==> config.mk <==
export PLATFORM = sky130hd
export DESIGN_NAME = uart_receiver
export DESIGN_NICKNAME = d
export VERILOG_FILES = /design/src/rtl/lib_cpu_pkg.sv /design/src/rtl/sync_2ff.sv /design/src/rtl/uart_receiver.sv
export SDC_FILE = /design/constraint.sdc
export NUM_CORES = 1
export LEC_CHECK = 0
export BUFFER_PORTS_ARGS = -buffer_cell sky130_fd_sc_hd__buf_2
export CAP_MARGIN = 20
export CORE_MARGIN = 4
export CORE_UTILIZATION = 52
export CTS_CLUSTER_DIAMETER = 200
export DETAILED_ROUTE_END_ITERATION = 12
export PLACE_DENSITY = 0.74
export SETUP_SLACK_MARGIN = 0.4
export SYNTH_ARGS = -nofsm -noshare
export SYNTH_HDL_FRONTEND = slang
export SYNTH_SLANG_ARGS = --single-unit
==> constraint.sdc <==
create_clock -name clk -period 2.1 [get_ports clk]
set_input_delay 0.105 -clock clk [delete_from_list [all_inputs] [get_ports clk]]
set_output_delay 0.105 -clock clk [all_outputs]
set_load 0.05 [all_outputs]
==> src/rtl/lib_cpu_pkg.sv <==
// Shared CPU-side types; UART receive FSM state encoding.
package lib_cpu;

  typedef enum logic [2:0] {
    RX_IDLE,
    RX_START,
    RX_DATA,
    RX_STOP,
    RX_RECOVER
  } UART_RX_STATE;

endpackage

==> src/rtl/sync_2ff.sv <==
// Two-flop synchronizer for asynchronous inputs, with a selectable reset value.
module sync_2ff #(
  parameter int               WIDTH     = 1,
  parameter logic [WIDTH-1:0] RESET_VAL = '0
) (
  input  logic             clk,
  input  logic             reset,
  input  logic [WIDTH-1:0] d,
  output logic [WIDTH-1:0] q
);

  logic [WIDTH-1:0] meta;

  always_ff @(posedge clk or posedge reset) begin
    if (reset) begin
      meta <= RESET_VAL;
      q    <= RESET_VAL;
    end else begin
      meta <= d;
      q    <= meta;
    end
  end

endmodule

==> src/rtl/uart_receiver.sv <==
// 8N1 LSB-first UART receiver with a one-byte valid/ack buffer.
// Bytes land in rx_data one cycle after the mid-stop-bit sample.
module uart_receiver
  import lib_cpu::*;
#(
  parameter int WAIT = 100_000_000 / 115_200
) (
  input  logic       clk,
  input  logic       reset,
  input  logic       uart_rx,
  output logic [7:0] rx_data,
  output logic       rx_valid,
  input  logic       rx_ack,
  output logic       rx_overrun,
  output logic       rx_frame_err
);

  localparam int TW = $clog2(WAIT);
  // Timer counts down to zero, so a reload of N-1 spans N cycles.
  localparam logic [TW-1:0] T_FULL = TW'(WAIT - 1);
  localparam logic [TW-1:0] T_HALF = TW'(WAIT / 2 - 1);

  logic          rxs;
  UART_RX_STATE  state, state_nx;
  logic [TW-1:0] timer, timer_nx;
  logic [2:0]    bit_idx, bit_idx_nx;
  logic [7:0]    shreg, shreg_nx;
  logic          expired;
  logic          deliver;
  logic          frame_bad;

  sync_2ff #(.WIDTH(1), .RESET_VAL(1'b1)) u_sync (
    .clk   (clk),
    .reset (reset),
    .d     (uart_rx),
    .q     (rxs)
  );

  assign expired = (timer == '0);

  always_ff @(posedge clk or posedge reset) begin
    if (reset) begin
      state   <= RX_IDLE;
      timer   <= T_FULL;
      bit_idx <= '0;
      shreg   <= '0;
    end else begin
      state   <= state_nx;
      timer   <= timer_nx;
      bit_idx <= bit_idx_nx;
      shreg   <= shreg_nx;
    end
  end

  always_comb begin
    state_nx   = state;
    timer_nx   = expired ? timer : timer - TW'(1);
    bit_idx_nx = bit_idx;
    shreg_nx   = shreg;
    deliver    = 1'b0;
    frame_bad  = 1'b0;
    case (state)
      RX_IDLE: begin
        if (!rxs) begin
          state_nx = RX_START;
          timer_nx = T_HALF;
        end
      end
      RX_START: begin
        if (expired) begin
          timer_nx = T_FULL;
          if (!rxs) begin
            state_nx   = RX_DATA;
            bit_idx_nx = '0;
          end else begin
            state_nx = RX_IDLE;
          end
        end
      end
      RX_DATA: begin
        if (expired) begin
          shreg_nx = {rxs, shreg[7:1]};
          timer_nx = T_FULL;
          if (bit_idx == 3'd7) state_nx = RX_STOP;
          else                 bit_idx_nx = bit_idx + 3'd1;
        end
      end
      RX_STOP: begin
        if (expired) begin
          timer_nx = T_FULL;
          if (rxs) begin
            deliver  = 1'b1;
            state_nx = RX_IDLE;
          end else begin
            frame_bad = 1'b1;
            state_nx  = RX_RECOVER;
          end
        end
      end
      RX_RECOVER: begin
        // Hold off until the line returns high so a break is not decoded as 0x00s.
        if (rxs) begin
          state_nx = RX_IDLE;
          timer_nx = T_FULL;
        end
      end
      default: state_nx = RX_IDLE;
    endcase
  end

  always_ff @(posedge clk or posedge reset) begin
    if (reset) begin
      rx_data      <= 8'h00;
      rx_valid     <= 1'b0;
      rx_overrun   <= 1'b0;
      rx_frame_err <= 1'b0;
    end else begin
      rx_frame_err <= frame_bad;
      if (deliver) begin
        rx_valid <= 1'b1;
        if (!rx_valid || rx_ack) rx_data <= shreg;
      end else if (rx_ack && rx_valid) begin
        rx_valid <= 1'b0;
      end
      // A new overrun outranks a simultaneous ack clearing the flag.
      if (deliver && rx_valid && !rx_ack) rx_overrun <= 1'b1;
      else if (rx_ack && rx_valid)        rx_overrun <= 1'b0;
    end
  end

endmodule

==> out/qor_table.md <==
| Item | This run |
|:---|:---|
| Largest driver fanout on the critical path | 4 |
| Setup CP Type | reg2reg |
| Worst IR drop on VDD | 0.549 mV |
| Post-Route WL | 4910 um |
| Least-Margin Pin Slew | 697 ps |
| Clock Sinks | 37 |
| Largest net degree at the start of global routing | 21 |
| Number of failing hold endpoints at the final stage | 0 |
| Clock period minus worst slack | 2170 ps |
| Antenna violations before repair | 0 |
| Unrepaired setup endpoints after global routing | true |
| Total number of vias | 1,473 |
| CTS Root Cell | sky130_fd_sc_hd__clkbuf_4 |
| Number of synthesized flops with an enable pin | 0 |
| Placement Cell Area | 2030 sq um |
| Core outline area | 3150 sq um |
| Most used flip-flop cell after synthesis | sky130_fd_sc_hd__dfrtp_1 |
| Arrival time reported for the critical path endpoint | 2460 ps |
| Violation count after the first detailed-routing iteration | 139 |
| Final setup margin | -66.3 ps |
| Length in cells of the worst reg-to-reg path | 8 |
| Via count of the first global-routing pass | 1,542 |
| Cts bufs inserted | 5 |
| Worst hold path cell count | 0 |
| Share of final-layout standard cells stronger than drive strength 1 | 60.4% |
| PD cells | 447 nW/um^2 |
| Routed Antenna Nets | 0 |
| Overall global routing resource usage | 22.5% |
| Port Buffer Count | 14 |
| Distinct cell type count after synthesis | 43 |
| Proportion of synthesized flip-flops having asynchronous set or reset | 100% |
| Synth Instances | 150 |
| Effective utilization at floorplan | 56.1% |
| Wire length of the first global-routing pass | 7380 um |
| Antenna cell count | 0 |
| Achievable Freq | 462 MHz |
| H-tree depth | 2 |
| Failing checks | setup timing |
| Category of the worst setup path capture point | flip-flop |
| Total die area | 4400 sq um |
| Most area-consuming cells after synthesis | sky130_fd_sc_hd__dfrtp_1 (41%), sky130_fd_sc_hd__dfstp_2 (12%), sky130_fd_sc_hd__mux2_2 (11%), sky130_fd_sc_hd__ha_1 (3.5%), sky130_fd_sc_hd__a21oi_1 (3.1%) |
| Row count | 20 |
| Kind of start point of the critical path | flip-flop |
| Skew final | 10.3 ps |
| TNS Setup | -603 ps |
| Yosys top cell area share | 41.0% |
| Setup slack after placement | -23.5 ps |
| Share of the cycle needed by the critical path after routing | 103% |
| Post-synthesis net count | 159 |
| Count of final max-slew check failures | 0 |
| Class of the most critical hold timing path | reg2reg |
| Count of endpoints failing setup in the final report | 19 |
| Remaining max-slew budget at the tightest pin | 53.5% |
| Max capacitance violation total | 0 |
| Cells after DPL | 218 |
| CTS tree | yes |
| Static leakage | 1.21 nW |
| Post-route non-filler standard cell count | 246 |
| Skew-Pair Late Insertion Delay | 350 ps |
| Vertical die dimension | 66.3 um |
| DRC violation count after routing | 0 |
| Final Wtd Congestion | 0.849 |
| Number of top-level design ports | 15 |
| Post-layout net count | 210 |
| Average vias per placed instance | 5.99 |
| Width of the die | 66.3 um |
| Layout-stage area growth over the synthesis result | 44.8% |
| Pwr Total | 1.14 mW |
| HPWL after detailed placement | 2600 um |
| Sequential element share of the synthesized area | 52.9% |
| CTS max path bufs | 2 |
| Post-synthesis register bit count | 37 |
| Sum of overflow across all layers after global routing | 0 |
| Utilization of the core after routing | 81.2% |
| Layout filler cell count | 167 |
| Post-synthesis cell area | 1770 sq um |
| Clock Pin Slew Worst Setup and Hold Paths | 120 ps |
| Mean routed wirelength per cell | 19.9 um |
| Fin Hold WS | 365 ps |
| Leading area contributor after synthesis | sky130_fd_sc_hd__dfrtp_1 |
| First-pass DRT Iterations | 4 |
| Number of warning messages in the yosys log | 0 |
| Outcome | finished with violations |
| Required time of the critical path | 2390 ps |
| Mean instance size in the synthesized netlist | 11.8 sq um |
| Post-route cell area | 2560 sq um |
-- worst max-delay path: stages, from the launching register on --
cell                      delay [ps]
sky130_fd_sc_hd__dfstp_2         390
sky130_fd_sc_hd__inv_2            90
sky130_fd_sc_hd__buf_6           110
sky130_fd_sc_hd__ha_4            130
sky130_fd_sc_hd__or3b_4          380
sky130_fd_sc_hd__or3_4           430
sky130_fd_sc_hd__nand2_2         100
sky130_fd_sc_hd__o21ai_0          90
sky130_fd_sc_hd__or3b_4          390
-- synth_stat cells, drive strengths merged, types with 3 or more instances --
library cell / n
dfrtp: 29
a21oi: 11
buf: 3
nand3: 4
nor3: 6
mux2: 17
ha: 5
nor4: 3
dfstp: 8
o21ai: 4
nand2: 10
or3: 4
nor2: 10
or3b: 4
inv: 5
-- cells in the final DEF (no fill, tap or decap), types with 2 or more instances in the layout --
cell type / netlist / layout
sky130_fd_sc_hd__clkbuf_4: 0 / 5
sky130_fd_sc_hd__buf_6: 0 / 9
sky130_fd_sc_hd__o21ai_0: 4 / 3
sky130_fd_sc_hd__nand3b_1: 2 / 2
sky130_fd_sc_hd__dfstp_2: 8 / 8
sky130_fd_sc_hd__a21oi_1: 11 / 4
sky130_fd_sc_hd__clkinvlp_4: 0 / 2
sky130_fd_sc_hd__nor4_4: 1 / 3
sky130_fd_sc_hd__nor2_1: 10 / 9
sky130_fd_sc_hd__mux2_2: 17 / 9
sky130_fd_sc_hd__inv_1: 5 / 3
sky130_fd_sc_hd__mux2_4: 0 / 8
sky130_fd_sc_hd__or3b_4: 0 / 3
sky130_fd_sc_hd__a22o_1: 2 / 2
sky130_fd_sc_hd__o221ai_1: 2 / 2
sky130_fd_sc_hd__and3_1: 2 / 2
sky130_fd_sc_hd__dlygate4sd3_1: 0 / 3
sky130_fd_sc_hd__nand2_1: 10 / 4
sky130_fd_sc_hd__buf_12: 0 / 2
sky130_fd_sc_hd__dfrtp_1: 29 / 29
sky130_fd_sc_hd__nand2_2: 0 / 5
sky130_fd_sc_hd__nand2b_1: 2 / 2
sky130_fd_sc_hd__or3_4: 1 / 4
sky130_fd_sc_hd__nand3_1: 3 / 3
sky130_fd_sc_hd__a21oi_2: 0 / 7
sky130_fd_sc_hd__ha_1: 5 / 2
sky130_fd_sc_hd__nor3_4: 1 / 6
sky130_fd_sc_hd__buf_4: 1 / 19
sky130_fd_sc_hd__inv_2: 0 / 2
sky130_fd_sc_hd__ha_4: 0 / 3
sky130_fd_sc_hd__a211oi_4: 0 / 2
sky130_fd_sc_hd__buf_2: 1 / 14
-- area by class of cell --
class / instances / area, sq um / area share, %
Inverter: 6 / 35.0 / 1.37
Multi-Input combinational cell: 103 / 1080 / 42.2
Sequential cell: 37 / 936 / 36.5
Clock inverter: 2 / 15.0 / 0.586
Clock buffer: 6 / 41.3 / 1.61
Tap cell: 44 / 55.1 / 2.15
Timing Repair Buffer: 48 / 399 / 15.6
-- layer usage --
metal | vias to the layer above | global-route usage [%] | wire, um
li1 | 646 | - | -
met1 | 728 | 26.5 | 1900
met2 | 78 | 37.9 | 2470
met3 | 21 | 5.61 | 346
met4 | 0 | 10.7 | 189
met5 | - | 0 | 0
-- logic make-up after synthesis --
group	synth area share, %
AND/OR/NAND/NOR	17.8
flip-flops	52.9
AO/OA/AOI/OAI	10.5
adder cells (fa/ha/maj)	3.54
multiplexers	11.4
buffers and inverters	2.40
XOR/XNOR	1.49
-- timing repair --
action / CTS / global route
resized for setup: 36 / 24
buffers inserted: 8 / 9
endpoints found under the hold margin: 19 / 0
hold buffers: 3 / 0
pin swaps: 12 / 17
endpoints found under the setup margin: 34 / 35
-- registers in the layout, indices dropped and copies added, names as in the netlist --
| signal | cells |
|---|---|
| u_sync.q | 1 |
| bit_idx | 3 |
| state | 3 |
| rx_frame_err | 1 |
| shreg | 8 |
| u_sync.meta | 1 |
| rx_data | 8 |
| rx_overrun | 1 |
| rx_valid | 1 |
| timer | 10 |
-- power by group --
group	switching, mW	leakage (nW)	internal [mW]
logic	0.0265	0.711	0.0143
registers	0.00857	0.477	0.718
clock network	0.246	0.0245	0.131
total	0.281	1.21	0.863
-- worst paths after layout --
path	start	end	slack (ps)
worst max-delay path	timer[0]$_DFF_PP1_	timer[6]$_DFF_PP1_	-70
worst min-delay path	u_sync.meta$_DFF_PP1_	u_sync.q$_DFF_PP1_	370
worst max register to register	timer[0]$_DFF_PP1_	timer[6]$_DFF_PP1_	-70
worst min register to register	u_sync.meta$_DFF_PP1_	u_sync.q$_DFF_PP1_	370
max in group asynchronous	reset	timer[0]$_DFF_PP1_	1070
min in group asynchronous	reset	rx_overrun$_DFFE_PP0P_	390
Power figures use the tool's default switching activity.
